### config.mk
export PLATFORM = sky130hd
export DESIGN_NAME = fsmc_sync_bridge
export DESIGN_NICKNAME = d
export VERILOG_FILES = /design/src/rtl/fsmc_pkg.sv /design/src/rtl/fsmc_pin_sync.sv /design/src/rtl/fsmc_sync_bridge.sv
export SDC_FILE = /design/constraint.sdc
export NUM_CORES = 1
export LEC_CHECK = 0
export ABC_AREA = 1
export BUFFER_PORTS_ARGS = -buffer_cell sky130_fd_sc_hd__buf_2
export CAP_MARGIN = 0
export CORE_ASPECT_RATIO = 1.1
export CORE_MARGIN = 5
export CORE_UTILIZATION = 45
export CTS_BUF_LIST = sky130_fd_sc_hd__clkbuf_8
export CTS_CLUSTER_SIZE = 8
export DETAILED_ROUTE_END_ITERATION = 8
export PLACE_DENSITY = 0.67
export SYNTH_ARGS = -nofsm -noshare
export SYNTH_HDL_FRONTEND = slang
export SYNTH_SLANG_ARGS = --single-unit
### constraint.sdc
create_clock -name clk -period 3.9 [get_ports clk]
set_input_delay 0.195 -clock clk [delete_from_list [all_inputs] [get_ports clk]]
set_output_delay 0.195 -clock clk [all_outputs]
set_load 0.01 [all_outputs]
### src/rtl/fsmc_pkg.sv
// rtl/fsmc_pkg.sv - shared types and constants for the FSMC synchronous bridge
package fsmc_pkg;

    typedef enum logic [1:0] {
        IDLE    = 2'd0,
        RD_WAIT = 2'd1,
        RD_HOLD = 2'd2
    } fsmc_state_t;

    // Synchroniser reset levels: active-low pins come out of reset deasserted
    localparam logic       PIN_INACTIVE  = 1'b1;
    localparam logic [3:0] STRB_INACTIVE = {4{PIN_INACTIVE}};

    function automatic int tmo_cnt_width(input int timeout);
        return $clog2(timeout + 1);
    endfunction

endpackage

### src/rtl/fsmc_pin_sync.sv
// rtl/fsmc_pin_sync.sv - parametrised flop chain for sampling and aligning bus pins
module fsmc_pin_sync #(
    parameter int                 p_WIDTH   = 1,
    parameter int                 p_STAGES  = 2,
    parameter logic [p_WIDTH-1:0] p_RST_VAL = '0
) (
    input  logic               clk,
    input  logic               rst,
    input  logic [p_WIDTH-1:0] d,
    output logic [p_WIDTH-1:0] q
);

    logic [p_WIDTH-1:0] stage_q [p_STAGES];

    always_ff @(posedge clk or posedge rst) begin
        if (rst) begin
            for (int i = 0; i < p_STAGES; i++) begin
                stage_q[i] <= p_RST_VAL;
            end
        end else begin
            stage_q[0] <= d;
            for (int i = 1; i < p_STAGES; i++) begin
                stage_q[i] <= stage_q[i-1];
            end
        end
    end

    assign q = stage_q[p_STAGES-1];

endmodule

### src/rtl/fsmc_sync_bridge.sv
// rtl/fsmc_sync_bridge.sv - FSMC pin synchroniser and strobe decoder driving a backend RAM port
module fsmc_sync_bridge
    import fsmc_pkg::*;
#(
    parameter int p_WIDTH_ADDR  = 8,
    parameter int p_WIDTH_DATA  = 16,
    parameter int p_SYNC_STAGES = 2,
    parameter int p_MUX_MODE    = 0,
    parameter int p_RD_TIMEOUT  = 15
) (
    input  logic                      clk,
    input  logic                      rst,
    input  logic [p_WIDTH_ADDR-1:0]   fsmc_A,
    input  logic [p_WIDTH_DATA-1:0]   fsmc_wdata,
    output logic [p_WIDTH_DATA-1:0]   fsmc_rdata,
    output logic                      fsmc_rdata_oe,
    input  logic                      fsmc_NE,
    input  logic                      fsmc_NWE,
    input  logic                      fsmc_NOE,
    input  logic [p_WIDTH_DATA/8-1:0] fsmc_NBL,
    input  logic                      fsmc_NADV,
    output logic [p_WIDTH_ADDR-1:0]   addr,
    output logic [p_WIDTH_DATA-1:0]   wdata,
    output logic [p_WIDTH_DATA/8-1:0] wbe,
    output logic                      wen,
    output logic                      ren,
    input  logic [p_WIDTH_DATA-1:0]   rdata,
    input  logic                      rvalid,
    output logic                      busy,
    output logic                      rd_timeout,
    output logic                      proto_err,
    input  logic                      err_clr
);

    localparam int NB     = p_WIDTH_DATA / 8;
    localparam int DATA_W = NB + p_WIDTH_ADDR + p_WIDTH_DATA;
    localparam int CW     = tmo_cnt_width(p_RD_TIMEOUT);
    localparam logic [CW-1:0]     TMO_LAST  = CW'(p_RD_TIMEOUT);
    localparam logic [2:0]        WARM_DONE = 3'(p_SYNC_STAGES);
    localparam logic [DATA_W-1:0] DATA_RST  = {{NB{PIN_INACTIVE}}, {(p_WIDTH_ADDR + p_WIDTH_DATA){1'b0}}};

    logic [3:0]              strb_s;
    logic [DATA_W-1:0]       data_s;
    logic                    ne_s, nwe_s, noe_s, nadv_s;
    logic [NB-1:0]           nbl_s;
    logic [p_WIDTH_ADDR-1:0] a_s;
    logic [p_WIDTH_DATA-1:0] wd_s;

    fsmc_pin_sync #(
        .p_WIDTH   (4),
        .p_STAGES  (p_SYNC_STAGES),
        .p_RST_VAL (STRB_INACTIVE)
    ) u_sync_strb (
        .clk (clk),
        .rst (rst),
        .d   ({fsmc_NE, fsmc_NWE, fsmc_NOE, fsmc_NADV}),
        .q   (strb_s)
    );

    fsmc_pin_sync #(
        .p_WIDTH   (DATA_W),
        .p_STAGES  (p_SYNC_STAGES),
        .p_RST_VAL (DATA_RST)
    ) u_sync_data (
        .clk (clk),
        .rst (rst),
        .d   ({fsmc_NBL, fsmc_A, fsmc_wdata}),
        .q   (data_s)
    );

    assign {ne_s, nwe_s, noe_s, nadv_s} = strb_s;
    assign {nbl_s, a_s, wd_s}           = data_s;

    logic s_wr, s_rd, s_wr_q, s_rd_q;
    logic wr_fall, rd_rise;
    logic [2:0] warm;
    logic armed;

    assign s_wr = !ne_s &  noe_s & !nwe_s;
    assign s_rd = !ne_s & !noe_s &  nwe_s;

    // Edges only count once the chain has refilled after reset and the bus was seen idle
    assign wr_fall = armed & s_wr_q & !s_wr;
    assign rd_rise = armed & s_rd & !s_rd_q;

    logic                    addr_load;
    logic [p_WIDTH_ADDR-1:0] addr_src;
    logic                    unused_pins;

    generate
        if (p_MUX_MODE != 0) begin : g_mux
            assign addr_load   = !ne_s & !nadv_s;
            assign addr_src    = wd_s[p_WIDTH_ADDR-1:0];
            assign unused_pins = ^a_s;
        end else begin : g_sep
            assign addr_load   = s_wr | s_rd;
            assign addr_src    = a_s;
            assign unused_pins = nadv_s;
        end
    endgenerate

    fsmc_state_t             state, state_nx;
    logic [CW-1:0]           cnt, cnt_nx, cnt_inc;
    logic                    wen_nx, ren_nx, rdata_load, tmo_set, proto_set;
    logic [p_WIDTH_DATA-1:0] rdata_src;

    assign cnt_inc = cnt + CW'(1);

    always_ff @(posedge clk or posedge rst) begin
        if (rst) begin
            state <= IDLE;
            cnt   <= '0;
        end else begin
            state <= state_nx;
            cnt   <= cnt_nx;
        end
    end

    always_comb begin
        state_nx   = state;
        cnt_nx     = cnt;
        wen_nx     = 1'b0;
        ren_nx     = 1'b0;
        rdata_load = 1'b0;
        rdata_src  = rdata;
        tmo_set    = 1'b0;
        proto_set  = 1'b0;
        case (state)
            IDLE: begin
                wen_nx = wr_fall;
                if (rd_rise) begin
                    ren_nx   = 1'b1;
                    cnt_nx   = '0;
                    state_nx = RD_WAIT;
                end
            end
            RD_WAIT: begin
                proto_set = wr_fall | rd_rise;
                // Data arriving on the last permitted cycle still beats the timeout
                if (rvalid) begin
                    rdata_load = 1'b1;
                    state_nx   = RD_HOLD;
                end else if (cnt_inc == TMO_LAST) begin
                    rdata_load = 1'b1;
                    rdata_src  = '1;
                    tmo_set    = 1'b1;
                    state_nx   = RD_HOLD;
                end else begin
                    cnt_nx = cnt_inc;
                end
            end
            RD_HOLD: begin
                proto_set = wr_fall | rd_rise;
                if (!s_rd) begin
                    state_nx = IDLE;
                end
            end
            default: state_nx = IDLE;
        endcase
    end

    always_ff @(posedge clk or posedge rst) begin
        if (rst) begin
            s_wr_q     <= 1'b0;
            s_rd_q     <= 1'b0;
            warm       <= '0;
            armed      <= 1'b0;
            addr       <= '0;
            wdata      <= '0;
            wbe        <= '0;
            wen        <= 1'b0;
            ren        <= 1'b0;
            fsmc_rdata <= '0;
            rd_timeout <= 1'b0;
            proto_err  <= 1'b0;
        end else begin
            s_wr_q <= s_wr;
            s_rd_q <= s_rd;
            if (warm != WARM_DONE) begin
                warm <= warm + 3'd1;
            end
            if (warm == WARM_DONE && !s_wr && !s_rd) begin
                armed <= 1'b1;
            end
            if (addr_load) begin
                addr <= addr_src;
            end
            if (s_wr) begin
                wdata <= wd_s;
                wbe   <= ~nbl_s;
            end
            wen <= wen_nx;
            ren <= ren_nx;
            if (rdata_load) begin
                fsmc_rdata <= rdata_src;
            end
            if (tmo_set) begin
                rd_timeout <= 1'b1;
            end else if (err_clr) begin
                rd_timeout <= 1'b0;
            end
            if (proto_set) begin
                proto_err <= 1'b1;
            end else if (err_clr) begin
                proto_err <= 1'b0;
            end
        end
    end

    assign busy          = (state != IDLE);
    assign fsmc_rdata_oe = !fsmc_NE & !fsmc_NOE;

endmodule
==> run_results.csv <==
group,metric,value,unit
status,status,"completed",
finish,syn2layout_area_growth,36.87,%
logic_synthesis,synth_edf_count,0,
logic_synthesis,yosys.area_share.simple,0.1454,
critical_path,cp_data_required_time,4.26,ns
finish,nFillCells,685,
sta,drv_slew,0,
logic_synthesis,synth_most_common_cell,"dfrtp_1",
logic_synthesis,yosys.area.top_type,"dfrtp_1",
logic_synthesis,synthTopCellsByArea,"dfrtp_1 66%, nand2_1 9.0%, dfstp_2 6.6%",
logic_synthesis,synth.cell_area,3994,um^2
clocking,cts_setup_buffers,0,
logic_synthesis,synth_top_family_by_area,"simple AND/OR/NAND/NOR gates",
pwr,p_leak,2.821,nW
logic_synthesis,muxShareOfSynthArea,0,
sta,rsz0062_at_grt,"false",
global_routing,grt_pass1_wl,12680,um
logic_synthesis,async_flop_share,1.000,
pwr,power.total,3.276,mW
pwr,power_frac_seq,0.450,
drt,first_iter_violations,68,
logic_synthesis,yosysSeqAreaShare,0.7299,
clocking,cts.sinks,116,
logic_synthesis,yosys_warnings,0,
logic_synthesis,synth_common_cells,"106 x dfrtp_1, 96 x nand2_1, 37 x inv_1",
critical_path,path_max_fanout,21,
sta,finalClockSkew,0.007564,ns
floorplan,core,8783,um^2
pwr,powerDensity,599.2,nW/um^2
place,gp_congestion,0.7529,
logic_synthesis,synth_top_area_frac,0.6642,
pwr,pwr-share-comb,0.207,
place,portBuffers,96,
sta,finalSetupViolCount,0,
finish,fin_util,0.6224,
logic_synthesis,ys.flop_type,"dfrtp_1",
critical_path,start_kind,"register",
clocking,clockBufferDepth,2,
floorplan,boundaryPins,98,
clocking,numCtsBuffers,17,
drt,vias_per_cell,4.337,
drt,drt-total-wl,7415,um
finish,post-route-cell-area,5466,um^2
drt,dr.pass1.iters,4,
floorplan,initial_utilization,0.4547,
logic_synthesis,ys_types,20,
critical_path,rr_worst_depth,6,
logic_synthesis,syn_area_per_cell,11.71,um^2
sta,maxSlewHeadroom,0.5803,
logic_synthesis,synth_compound_area_frac,0.04856,
sta,period_needed,1.803,ns
pwr,swShare,0.2926,
sta,fin_crit_sh,0.4622,
pwr,intPower,2.317,mW
clocking,cts_tree,"done",
logic_synthesis,synth_fa_ha_area_frac,0.02506,
drt,via_count,2702,
drt,antenna_left,0,
clocking,clk_pin_slew,0.07,ns
floorplan,die_w,99.83,um
place,hpwl,4806,um
finish,antennaDiodeCount,0,
floorplan,die_area,10860,um^2
critical_path,cp-end-kind,"register",
logic_synthesis,synth_seq_cells,116,
global_routing,grt_max_degree,46,
place,place_inst,547,
critical_path,critical_path_class,"register to register",
global_routing,antenna_found_initial,0,
floorplan,fp.dieH,108.8,um
clocking,htreeDepth,4,
critical_path,critPathArrivalTime,2.16,ns
min_path,hold_depth,3,
sta,tns,0,ns
logic_synthesis,syn-num-nets,399,
global_routing,grt_overflow,0,
sta,tightestPinTransition,0.6288,ns
drt,wl_per_cell,11.90,um
finish,num-nets-final,554,
logic_synthesis,synth_xor_area_frac,0.004386,
clocking,cts_root_buf,"clkbuf_8",
min_path,holdCritPathClass,"input pin to register",
logic_synthesis,synthCells,341,
sta,fmax,554.7,MHz
clocking,clk_latency,0.42,ns
drt,drc,0,
sta,finalHoldViolations,0,
place,placed_area,4603,um^2
floorplan,rows,36,
pwr,power_frac_clock,0.343,
finish,fin_cells,623,
global_routing,grt.total_usage,0.1532,
finish,drive_gt1_frac,0.3281,
global_routing,grt_pass1_vias,2804,
pwr,power.switching,0.9586,mW
pwr,peakVddDrop,311.6,uV
job,drv_cap,0,
==> area by class of cell <==
| cell class | instances | area, um^2 | area share |
|---|---|---|---|
| clock buffers | 22 | 302.8 | 0.05539 |
| clock inverters | 10 | 120.1 | 0.02197 |
| inverters | 38 | 145.1 | 0.02655 |
| multi-input cells | 180 | 897.1 | 0.1641 |
| flip-flops and latches | 116 | 2915 | 0.5333 |
| well taps | 114 | 142.6 | 0.02609 |
| repair buffers | 143 | 943.4 | 0.1726 |
==> worst max-delay path, cell delays in order, from the launching register on <==
cell and delay, ns:
dfstp_2 0.55, nor3_2 0.05, inv_1 0.46, nand2_2 0.28, inv_1 0.26, nand2_1 0.09
nand2_1 0.06
==> registers in the layout, summed over array words and instances (netlist names), 2 cells and up <==
| name | cells |
|---|---|
| wbe | 2 |
| u_sync_data.stage_q | 26 |
| u_sync_strb.stage_q | 3 |
| addr | 8 |
| u_sync_strb.q | 3 |
| wdata | 16 |
| state | 2 |
| fsmc_rdata | 16 |
| u_sync_data.q | 26 |
| warm | 3 |
| cnt | 4 |
==> cells in the final DEF, fill, tap and decap left out, drive strengths merged <==
cell type and instances:
a21oi 19, buf 99, bufinv 2, clkbuf 22, clkinv 2, clkinvlp 5
dfrtp 106, dfstp 10, dlygate4sd3 44, ha 8, inv 39, nand2 101
nand3 12, nand4 1, nor2 28, nor3 2, o21ai 7, xnor2 1
xor2 1
==> layer usage <==
metal | global-route usage | share of wire | vias up | routed length [um]
met5 | 0 | 0 | - | 0
met4 | 0.09268 | 0.031 | 0 | 231
met3 | 0.05118 | 0.049 | 20 | 360
met2 | 0.2502 | 0.52 | 67 | 3834
met1 | 0.1744 | 0.40 | 1265 | 2989
li1 | - | - | 1350 | -
==> cell families after synthesis <==
group,count (synthesis)
AO/OA/AOI/OAI,26
XOR/XNOR,2
adder cells (fa/ha/maj),8
buffers and inverters,45
flip-flops,116
AND/OR/NAND/NOR,144
==> power by group through the flow <==
| stage | sequential [mW] | combinational [mW] | clock (mW) |
|---|---|---|---|
| final | 1.47 | 0.679 | 1.12 |
| after global routing | 1.50 | 0.769 | 1.21 |
| after CTS | 1.47 | 0.689 | 1.16 |
| after detailed placement | 1.49 | 0.651 | 0 |
| after global placement | 1.49 | 0.633 | 0 |
| after floorplan | 1.55 | 0.360 | 0 |
==> repair_timing <==
| item | CTS | global route |
|---|---|---|
| hold buffers | 44 | 0 |
| endpoints found under the hold margin | 83 | 0 |
| resized for setup | 0 | 0 |
==> final timing paths <==
check / slack, ns / to / startpoint
worst max-delay path: 2.10 / addr[3]$_DFFE_PP0P_ / u_sync_strb.q[2]$_DFF_PP1_
worst min-delay path: 0.03 / fsmc_rdata[6]$_DFFE_PP0P_ / rdata[6]
worst max register to register: 2.10 / addr[3]$_DFFE_PP0P_ / u_sync_strb.q[2]$_DFF_PP1_
max in group asynchronous: 2.61 / u_sync_strb.q[2]$_DFF_PP1_ / rst
worst min register to register: 0.35 / u_sync_data.q[21]$_DFF_PP0_ / u_sync_data.stage_q[47]$_DFF_PP0_
min in group asynchronous: 0.37 / u_sync_data.q[6]$_DFF_PP0_ / rst
==> metrics by stage <==
| step | worst slack, ns | hold slack, ns |
|---|---|---|
| finish | 2.097 | 0.03485 |
| global placement | 2.097 | 0.2691 |
| detailed placement | 2.054 | 0.2701 |
| CTS | 2.041 | 0.004855 |
| global route | 1.908 | 0.002974 |
| floorplan | 0.6491 | 0.1995 |
Note: power is estimated with default switching activity, not from simulation.
